### config.mk
export PLATFORM = sky130hd
export DESIGN_NAME = dma_controller
export DESIGN_NICKNAME = d
export VERILOG_FILES = /design/src/rtl/dma_defs_pkg.sv /design/src/rtl/dma_controller.sv
export SDC_FILE = /design/constraint.sdc
export NUM_CORES = 1
export LEC_CHECK = 0
export BUFFER_PORTS_ARGS = -buffer_cell sky130_fd_sc_hd__buf_2
export CAP_MARGIN = 20
export CORE_ASPECT_RATIO = 1.5
export CORE_MARGIN = 2
export CORE_UTILIZATION = 52
export DETAILED_ROUTE_END_ITERATION = 10
export PLACE_DENSITY_LB_ADDON = 0.1
export RECOVER_POWER = 100
export SLEW_MARGIN = 20
export SYNTH_ARGS = -nofsm -noshare
export SYNTH_HDL_FRONTEND = slang
export SYNTH_SLANG_ARGS = --single-unit
### constraint.sdc
create_clock -name clk -period 4.9 [get_ports clk]
set_input_delay 0.735 -clock clk [delete_from_list [all_inputs] [get_ports clk]]
set_output_delay 0.735 -clock clk [all_outputs]
set_load 0.1 [all_outputs]
### src/rtl/dma_defs_pkg.sv
// Shared DMA definitions: FSM state codes and the memory word/burst geometry
// also used by the interrupt handler and d_mem.
package dma_defs;

    localparam int WORD_SIZE   = 16;
    localparam int BURST_WORDS = 4;
    localparam int MAX_BURSTS  = 16;

    localparam logic [2:0] IDLE    = 3'd0;
    localparam logic [2:0] REQ     = 3'd1;
    localparam logic [2:0] WRITE   = 3'd2;
    localparam logic [2:0] NEXT    = 3'd3;
    localparam logic [2:0] RELEASE = 3'd4;
    localparam logic [2:0] DONE    = 3'd5;

endpackage

### src/rtl/dma_controller.sv
// Bus-request DMA: on cmd, acquires the bus, writes cmd_bursts 4-word bursts, releases the bus and pulses dma_end_int.
// BR rises 1 cycle after cmd; each burst is held until dma_doneWrite, with the bus held until BG drops after release.
import dma_defs::*;

module dma_controller #(
    parameter int WORD_SIZE   = dma_defs::WORD_SIZE,
    parameter int BURST_WORDS = dma_defs::BURST_WORDS,
    parameter int MAX_BURSTS  = dma_defs::MAX_BURSTS,
    parameter int CW          = $clog2(MAX_BURSTS + 1),
    parameter int IW          = $clog2(MAX_BURSTS)
) (
    input  logic                            clk,
    input  logic                            reset,
    input  logic                            cmd,
    input  logic [WORD_SIZE-1:0]            cmd_addr,
    input  logic [CW-1:0]                   cmd_bursts,
    input  logic                            BG,
    output logic                            BR,
    output logic                            dma_end_int,
    output logic                            dma_writeM,
    output logic [WORD_SIZE-1:0]            dma_address,
    output logic [BURST_WORDS*WORD_SIZE-1:0] dma_data,
    input  logic                            dma_doneWrite,
    output logic [IW-1:0]                   dev_idx,
    input  logic [BURST_WORDS*WORD_SIZE-1:0] dev_data
);

    logic [2:0]           state;
    logic [WORD_SIZE-1:0] addr_r;
    logic [CW-1:0]        remain;

    always_ff @(posedge clk) begin
        if (reset) begin
            state       <= IDLE;
            addr_r      <= '0;
            remain      <= '0;
            dev_idx     <= '0;
            BR          <= 1'b0;
            dma_end_int <= 1'b0;
            dma_writeM  <= 1'b0;
            dma_address <= '0;
            dma_data    <= '0;
        end else begin
            dma_end_int <= 1'b0;
            case (state)
                IDLE: begin
                    if (cmd) begin
                        addr_r  <= cmd_addr;
                        remain  <= cmd_bursts;
                        dev_idx <= '0;
                        if (cmd_bursts == '0) begin
                            state       <= DONE;
                            dma_end_int <= 1'b1;
                        end else begin
                            state <= REQ;
                            BR    <= 1'b1;
                        end
                    end
                end
                REQ: begin
                    if (BG) begin
                        state       <= WRITE;
                        dma_address <= addr_r;
                        dma_data    <= dev_data;
                        dma_writeM  <= 1'b1;
                    end
                end
                WRITE: begin
                    // Address, data and strobe stay frozen until memory acknowledges.
                    if (dma_doneWrite) begin
                        dma_writeM <= 1'b0;
                        addr_r     <= addr_r + WORD_SIZE'(BURST_WORDS);
                        remain     <= remain - CW'(1);
                        dev_idx    <= dev_idx + IW'(1);
                        if (remain == CW'(1)) begin
                            state <= RELEASE;
                            BR    <= 1'b0;
                        end else begin
                            state <= NEXT;
                        end
                    end
                end
                NEXT: begin
                    state       <= WRITE;
                    dma_address <= addr_r;
                    dma_data    <= dev_data;
                    dma_writeM  <= 1'b1;
                end
                RELEASE: begin
                    if (!BG) begin
                        state       <= DONE;
                        dma_end_int <= 1'b1;
                    end
                end
                DONE: begin
                    state <= IDLE;
                end
                default: begin
                    state <= IDLE;
                    BR    <= 1'b0;
                end
            endcase
        end
    end

endmodule
==> results of run 1 <==
## cell usage after synthesis (3+ instances only)
master,instances,area share [%]
ha_1,4,1.1
clkbuf_1,33,2.7
o21ai_0,16,1.8
nor3b_1,5,0.82
dfxtp_1,111,49
nor2b_1,4,0.55
a311oi_1,3,0.58
nor2_1,19,1.6
nand4b_1,3,0.58
a211oi_1,5,0.82
inv_1,13,1.1
nand4_1,5,0.69
a21oi_1,102,11
nor3_1,6,0.66
nand2_1,181,15
and2_0,3,0.41
nor4_1,4,0.55
or4_1,4,0.66
and2_1,3,0.41
nand2b_1,5,0.69
a31oi_1,4,0.55
buf_2,8,0.88
o32ai_1,5,0.96
nand3_1,12,1.3
## metal layers
metal	routed length, um	up-vias	GRT usage, %
met2	6120	150	41.8
met4	166	0	9.11
met5	0	-	0
met1	4490	2100	27.4
met3	855	14	5.57
li1	-	2303	-
## power by group through the flow
| stage | Clock, mW | Sequential (mW) | Combinational (mW) |
|---|---|---|---|
| 3_5_place_dp | 0 | 1.21 | 1.54 |
| 5_1_grt | 0.743 | 1.22 | 1.60 |
| 4_1_cts | 0.709 | 1.19 | 1.54 |
| 6_report | 0.691 | 1.20 | 1.50 |
| 2_1_floorplan | 0 | 1.95 | 0.527 |
| 3_3_place_gp | 0 | 1.20 | 1.51 |
## layout make-up
type                    instances  area, um^2
fillers                       826        2850
flip-flops and latches        111        2220
multi-input cells             423        2110
repair buffers                182         812
clock buffers                  12         267
well taps                     107         134
inverters                      13        48.8
clock inverters                 3        17.5
## flip-flops by register name, indices dropped and copies added (netlist names)
name,flops
dma_end_int,1
remain,5
dma_address,16
addr_r,16
BR,1
dev_idx,4
dma_writeM,1
state,3
dma_data,64
## logic make-up after synthesis
group / share of synthesized area, %
AO/OA/AOI/OAI: 19.5
adder cells (fa/ha/maj): 1.10
buffers and inverters: 4.99
flip-flops: 48.7
multiplexers: 0.685
AND/OR/NAND/NOR: 25.0
## placed cells by master (no fill, tap or decap), types with 4 or more instances in the layout
cell type	instances
a211oi_1	5
a21oi_1	102
a31oi_1	4
and2_0	4
buf_2	88
buf_4	5
clkbuf_1	89
clkbuf_16	9
dfxtp_1	111
ha_1	4
inv_1	13
nand2_1	181
nand2b_1	5
nand3_1	12
nand4_1	5
nor2_1	19
nor2b_1	4
nor3_1	7
nor3b_1	4
nor4_1	4
o21ai_0	17
o32ai_1	5
or4_1	4
## worst paths after layout
kind	end	slack (ns)
worst max-delay path	addr_r[15]$_SDFFE_PP0P_	1.58
worst min-delay path	dma_data[51]$_SDFFE_PP0P_	0.45
worst max register to register	dma_data[57]$_SDFFE_PP0P_	2.34
worst min register to register	dma_data[51]$_SDFFE_PP0P_	0.45
## stage by stage
stage | std cells | instance area [um^2] | power [mW] | setup WS (ns) | hold WS [ns]
floorplan | 590 | 4560 | 2.48 | 3.07 | 0.431
global placement | 836 | 5460 | 2.72 | 2.49 | 0.438
detailed placement | 836 | 5470 | 2.75 | 2.41 | 0.443
CTS | 851 | 5750 | 3.44 | 2.58 | 0.453
global route | 851 | 5610 | 3.56 | 1.30 | 0.474
finish | 851 | 5610 | 3.38 | 1.58 | 0.455
## worst reg2reg max path, stage by stage (launching register included)
cell and delay, ns:
dfxtp_1 0.55, inv_1 0.20, nor3_1 0.29, clkbuf_1 1.04, nand2_1 0.17, a21oi_1 0.19
==> impl_metrics.ini, run 1 <==
[clock_network]
clock_latency_ns = 0.34
cts_setup_buffers = 0
numCtsBuffers = 9
cts_root_buf = clkbuf_16
cts_buffer_depth = 2
cts_tree = yes
cts_sinks = 111
cts_resized = 0
hold_buffers = 0
clkTransAtPathRegs_ns = 0.07
htree_num_levels = 3

[floorplan]
num_io_pins = 177
num_rows = 41
initial_core_util_pct = 53.9
core_area_um2 = 8460
die_x_um = 80.5
fp.dieArea_um2 = 9560
chipHeight_um = 119

[sta]
slew_violations = 49
max_freq_ghz = 0.302
finalCritPeriodShare_pct = 67.7
worst_slew_pin_slew_ns = 2.10
clock_skew_ns = 0.00442
fin_crit_ns = 3.32
report.final.hold_viol_count = 0
setup_viol = 0
relSlewSlack_pct = -40.3
rsz0062_at_grt = no
final.setup.tns_ns = 0

[power_and_ir_drop]
p_clk_share_pct = 20.4
ir_drop_mv = 0.325
leakage_nw = 2.09
power_density_nw_per_um2 = 603
power_switching_mw = 1.67
sequentialPowerShare_pct = 35.3
swShare_pct = 49.4
combPwrFrac_pct = 44.2
p_int_mw = 1.71

[finish]
finish.utilization_pct = 66.3
synthToLayoutAreaGrowth_pct = 23.0
nets = 834
drive_above_1_share_pct = 14.9
antennaDiodeCount = 0

[global_route]
antenna_found_initial = 0
grt_max_degree = 71
grt_pass1_vias = 4176
grt-ovfl-total = 0
grt.total_usage_pct = 23.8
grt_pass1_wl_um = 18400

[setup_path]
crit_arrival_ns = 3.46
timing.rr.start = state[0]$_SDFFE_PP0P_
crit_required_ns = 5.05
r2r_cells = 5
crit_start = reset
critical_path_peak_fanout = 70
endpoint_kind = register
cp_top_family = buffers and inverters
crit_type = primary input to register
worstSetupStartpointType = primary input
cpMaxStageDelayCell = clkbuf_1
crit_chain = buf_4 -> clkbuf_1 -> nor2_1 -> nand4b_1 -> o221ai_1
critical_path.max_stage_delay_ns = 1.57
cp_num_buf_inv = 2
cp.depth = 5

[synth]
synth-async-reset-ratio_pct = 0
synthesis.area_um2 = 4560
ys_types = 51
yosysSeqAreaShare_pct = 48.7
synthFlopType = dfxtp_1
synthCells = 590
synth_warnings = 0
avgSynthCellArea_um2 = 7.73
synth_nets = 684
synth_edf_count = 0
ys_seq_elements = 111

[detailed_routing]
drc_errors = 0
drt-total-wl_um = 11600
via_per_inst = 5.37
antenna_left = 0
routedWlPerCell_um = 13.7
drtIter0Drc = 198
firstDrtPassIters = 4
vias = 4567

[placed_design]
dp_hpwl_um = 8010
place_congestion = 0.807
io_buffer_count = 176

[worst_hold_path]
hp-class = register to register
worstHoldStart = dma_data[51]$_SDFFE_PP0P_
hold_depth = 2

[flow_run]
cap_viol_max_count = 1

[status]
status = complete, but fails checks
violations = max-capacitance violations, max-slew violations
(Power assumes the default switching activity.)
==> inputs of run 2 (changes only) <==
- CORE_UTILIZATION: 52 -> 44
- clock period: 4.9 -> 2.9 ns (I/O delays scaled with it)
==> run 2 against run 1 <==
- largest power group unchanged
- clock skew grew 0.0021 ns
- register-to-register slack worse by 1.8 ns
- highest routed layer unchanged
- clock-buffer cell count down 1
- final cell count rose by 1.9%
- non-clock buffer count is 5 higher
- worst hold slack got worse by 0.14 ns
- die area grew 17%
- largest cell class unchanged
- combinational power up 71%
- the run now ends clean
==> impl_metrics.ini, run 2 (same netlist as run 1, synthesis figures left out) <==
[status]
status = completed

[power_and_ir_drop]
combPwrFrac_pct = 44.6
p_total_mw = 5.75
leakage_nw = 2.11
power_switching_mw = 2.87
ir_drop_mv = 0.515
sequentialPowerShare_pct = 35.2
power_density_nw_per_um2 = 1010
p_clk_share_pct = 20.2
swShare_pct = 50.0
p_int_mw = 2.87

[setup_path]
endpoint_kind = register
cp_num_buf_inv = 1
critical_path_peak_fanout = 33
cpMaxStageDelayCell = dfxtp_1
timing.rr.start = state[2]$_SDFFE_PP0P_
cp_top_family = simple AND/OR/NAND/NOR gates
crit_type = register to register
crit_required_ns = 3.17
crit_chain = o21ba_2 -> nand2_1 -> buf_4 -> nand2_1 -> a21oi_1
worstSetupStartpointType = register
critical_path.max_stage_delay_ns = 0.67
critPathMostFrequentCell = nand2_1
crit_arrival_ns = 2.60
crit_start = state[2]$_SDFFE_PP0P_

[worst_hold_path]
worstHoldStart = dev_data[4]
hp-class = primary input to register

[finish]
drive_above_1_share_pct = 15.6
antennaDiodeCount = 0
instances_no_fill = 867
regMostFlops = dma_data
nets = 839
final_common_cell = nand2_1
final_area_um2 = 5670
synthToLayoutAreaGrowth_pct = 24.2
largest_reg_flops = 64
layout_common_cells = 181 x nand2_1, 111 x dfxtp_1, 102 x a21oi_1
fill_cells = 1034
reg_top3 = dma_data: 64 flops, addr_r: 16 flops, dma_address: 16 flops

[clock_network]
numCtsBuffers = 9
clkTransAtPathRegs_ns = 0.07
cts_setup_buffers = 0
cts_resized = 0
cts_buffer_depth = 2
cts_tree = yes
cts_root_buf = clkbuf_16
htree_num_levels = 3
cts_sinks = 111
clock_latency_ns = 0.35
hold_buffers = 0

[floorplan]
num_rows = 45
num_io_pins = 177
die_x_um = 87.2
fp.dieArea_um2 = 11200
initial_core_util_pct = 45.0
core_area_um2 = 10100
chipHeight_um = 129

[detailed_routing]
drt-total-wl_um = 12100
vias = 4544
routedWlPerCell_um = 13.9
antenna_left = 0
firstDrtPassIters = 6
drtIter0Drc = 201
drc_errors = 0
via_per_inst = 5.24

[sta]
relSlewSlack_pct = 18.0
finalCritPeriodShare_pct = 80.3
max_freq_ghz = 0.429
slew_violations = 0
finalWorstSetupSlack_ns = 0.572
clock_skew_ns = 0.00651
report.final.hold_viol_count = 0
rsz0062_at_grt = no
fin_crit_ns = 2.33
setup_viol = 0
worst_slew_pin_slew_ns = 1.23
final.setup.tns_ns = 0

[placed_design]
dp_slack_ns = 0.833
io_buffer_count = 176
dp_hpwl_um = 8410
place_congestion = 0.817
dpl-instance-area_um2 = 5510
placed_cells = 851

[global_route]
grt_pass1_wl_um = 19100
grt_max_degree = 61
grt.total_usage_pct = 21.1
grt-ovfl-total = 0
grt_pass1_vias = 4161
antenna_found_initial = 0

[flow_run]
cap_viol_max_count = 0
==> run 2: metal layers <==
metal	up-vias	global-route usage, %	share of wire, %
met2	134	36.6	50
met4	0	9.68	2.3
met5	-	0	0
met3	19	3.59	6.0
met1	2073	25.2	42
li1	2318	-	-
==> run 2: stage by stage <==
step	hold WS, ns	utilization [%]
final	0.316	55.9
after global routing	0.314	55.9
after CTS	0.308	57.1
after detailed placement	0.444	54.4
after global placement	0.439	54.4
after floorplan	0.431	-
==> run 2: area by class of cell <==
type / count / area, um^2 / area share, %
Clock buffer: 11 / 243 / 4.28
Clock inverter: 5 / 33.8 / 0.596
Inverter: 13 / 48.8 / 0.861
Multi-Input combinational cell: 423 / 2120 / 37.5
Sequential cell: 111 / 2220 / 39.2
Tap cell: 117 / 146 / 2.58
Timing Repair Buffer: 187 / 850 / 15.0
==> run 2: path summary, 6_finish.rpt <==
kind / end / slack, ns / cells after the start
worst max-delay path: dma_address[9]$_SDFFE_PP0P_ / 0.57 / 5
worst min register to register: dma_data[14]$_SDFFE_PP0P_ / 0.45 / 2
worst min-delay path: dma_data[4]$_SDFFE_PP0P_ / 0.32 / 3
worst max register to register: dma_address[9]$_SDFFE_PP0P_ / 0.57 / 5
==> run 2: power groups by stage <==
stage	combinational [mW]	sequential [mW]	clock, mW
CTS	2.64	2.02	1.19
global placement	2.60	2.04	0
detailed placement	2.63	2.05	0
finish	2.56	2.02	1.16
global route	2.73	2.07	1.24
floorplan	0.890	3.29	0
==> run 2: worst min-delay path: cells and delay by family <==
family / cells / cell delay, ns
AOI/OAI and AO/OA: 1 / 0.05
and+or+nand+nor: 1 / 0.04
buffers and inverters: 1 / 0.09
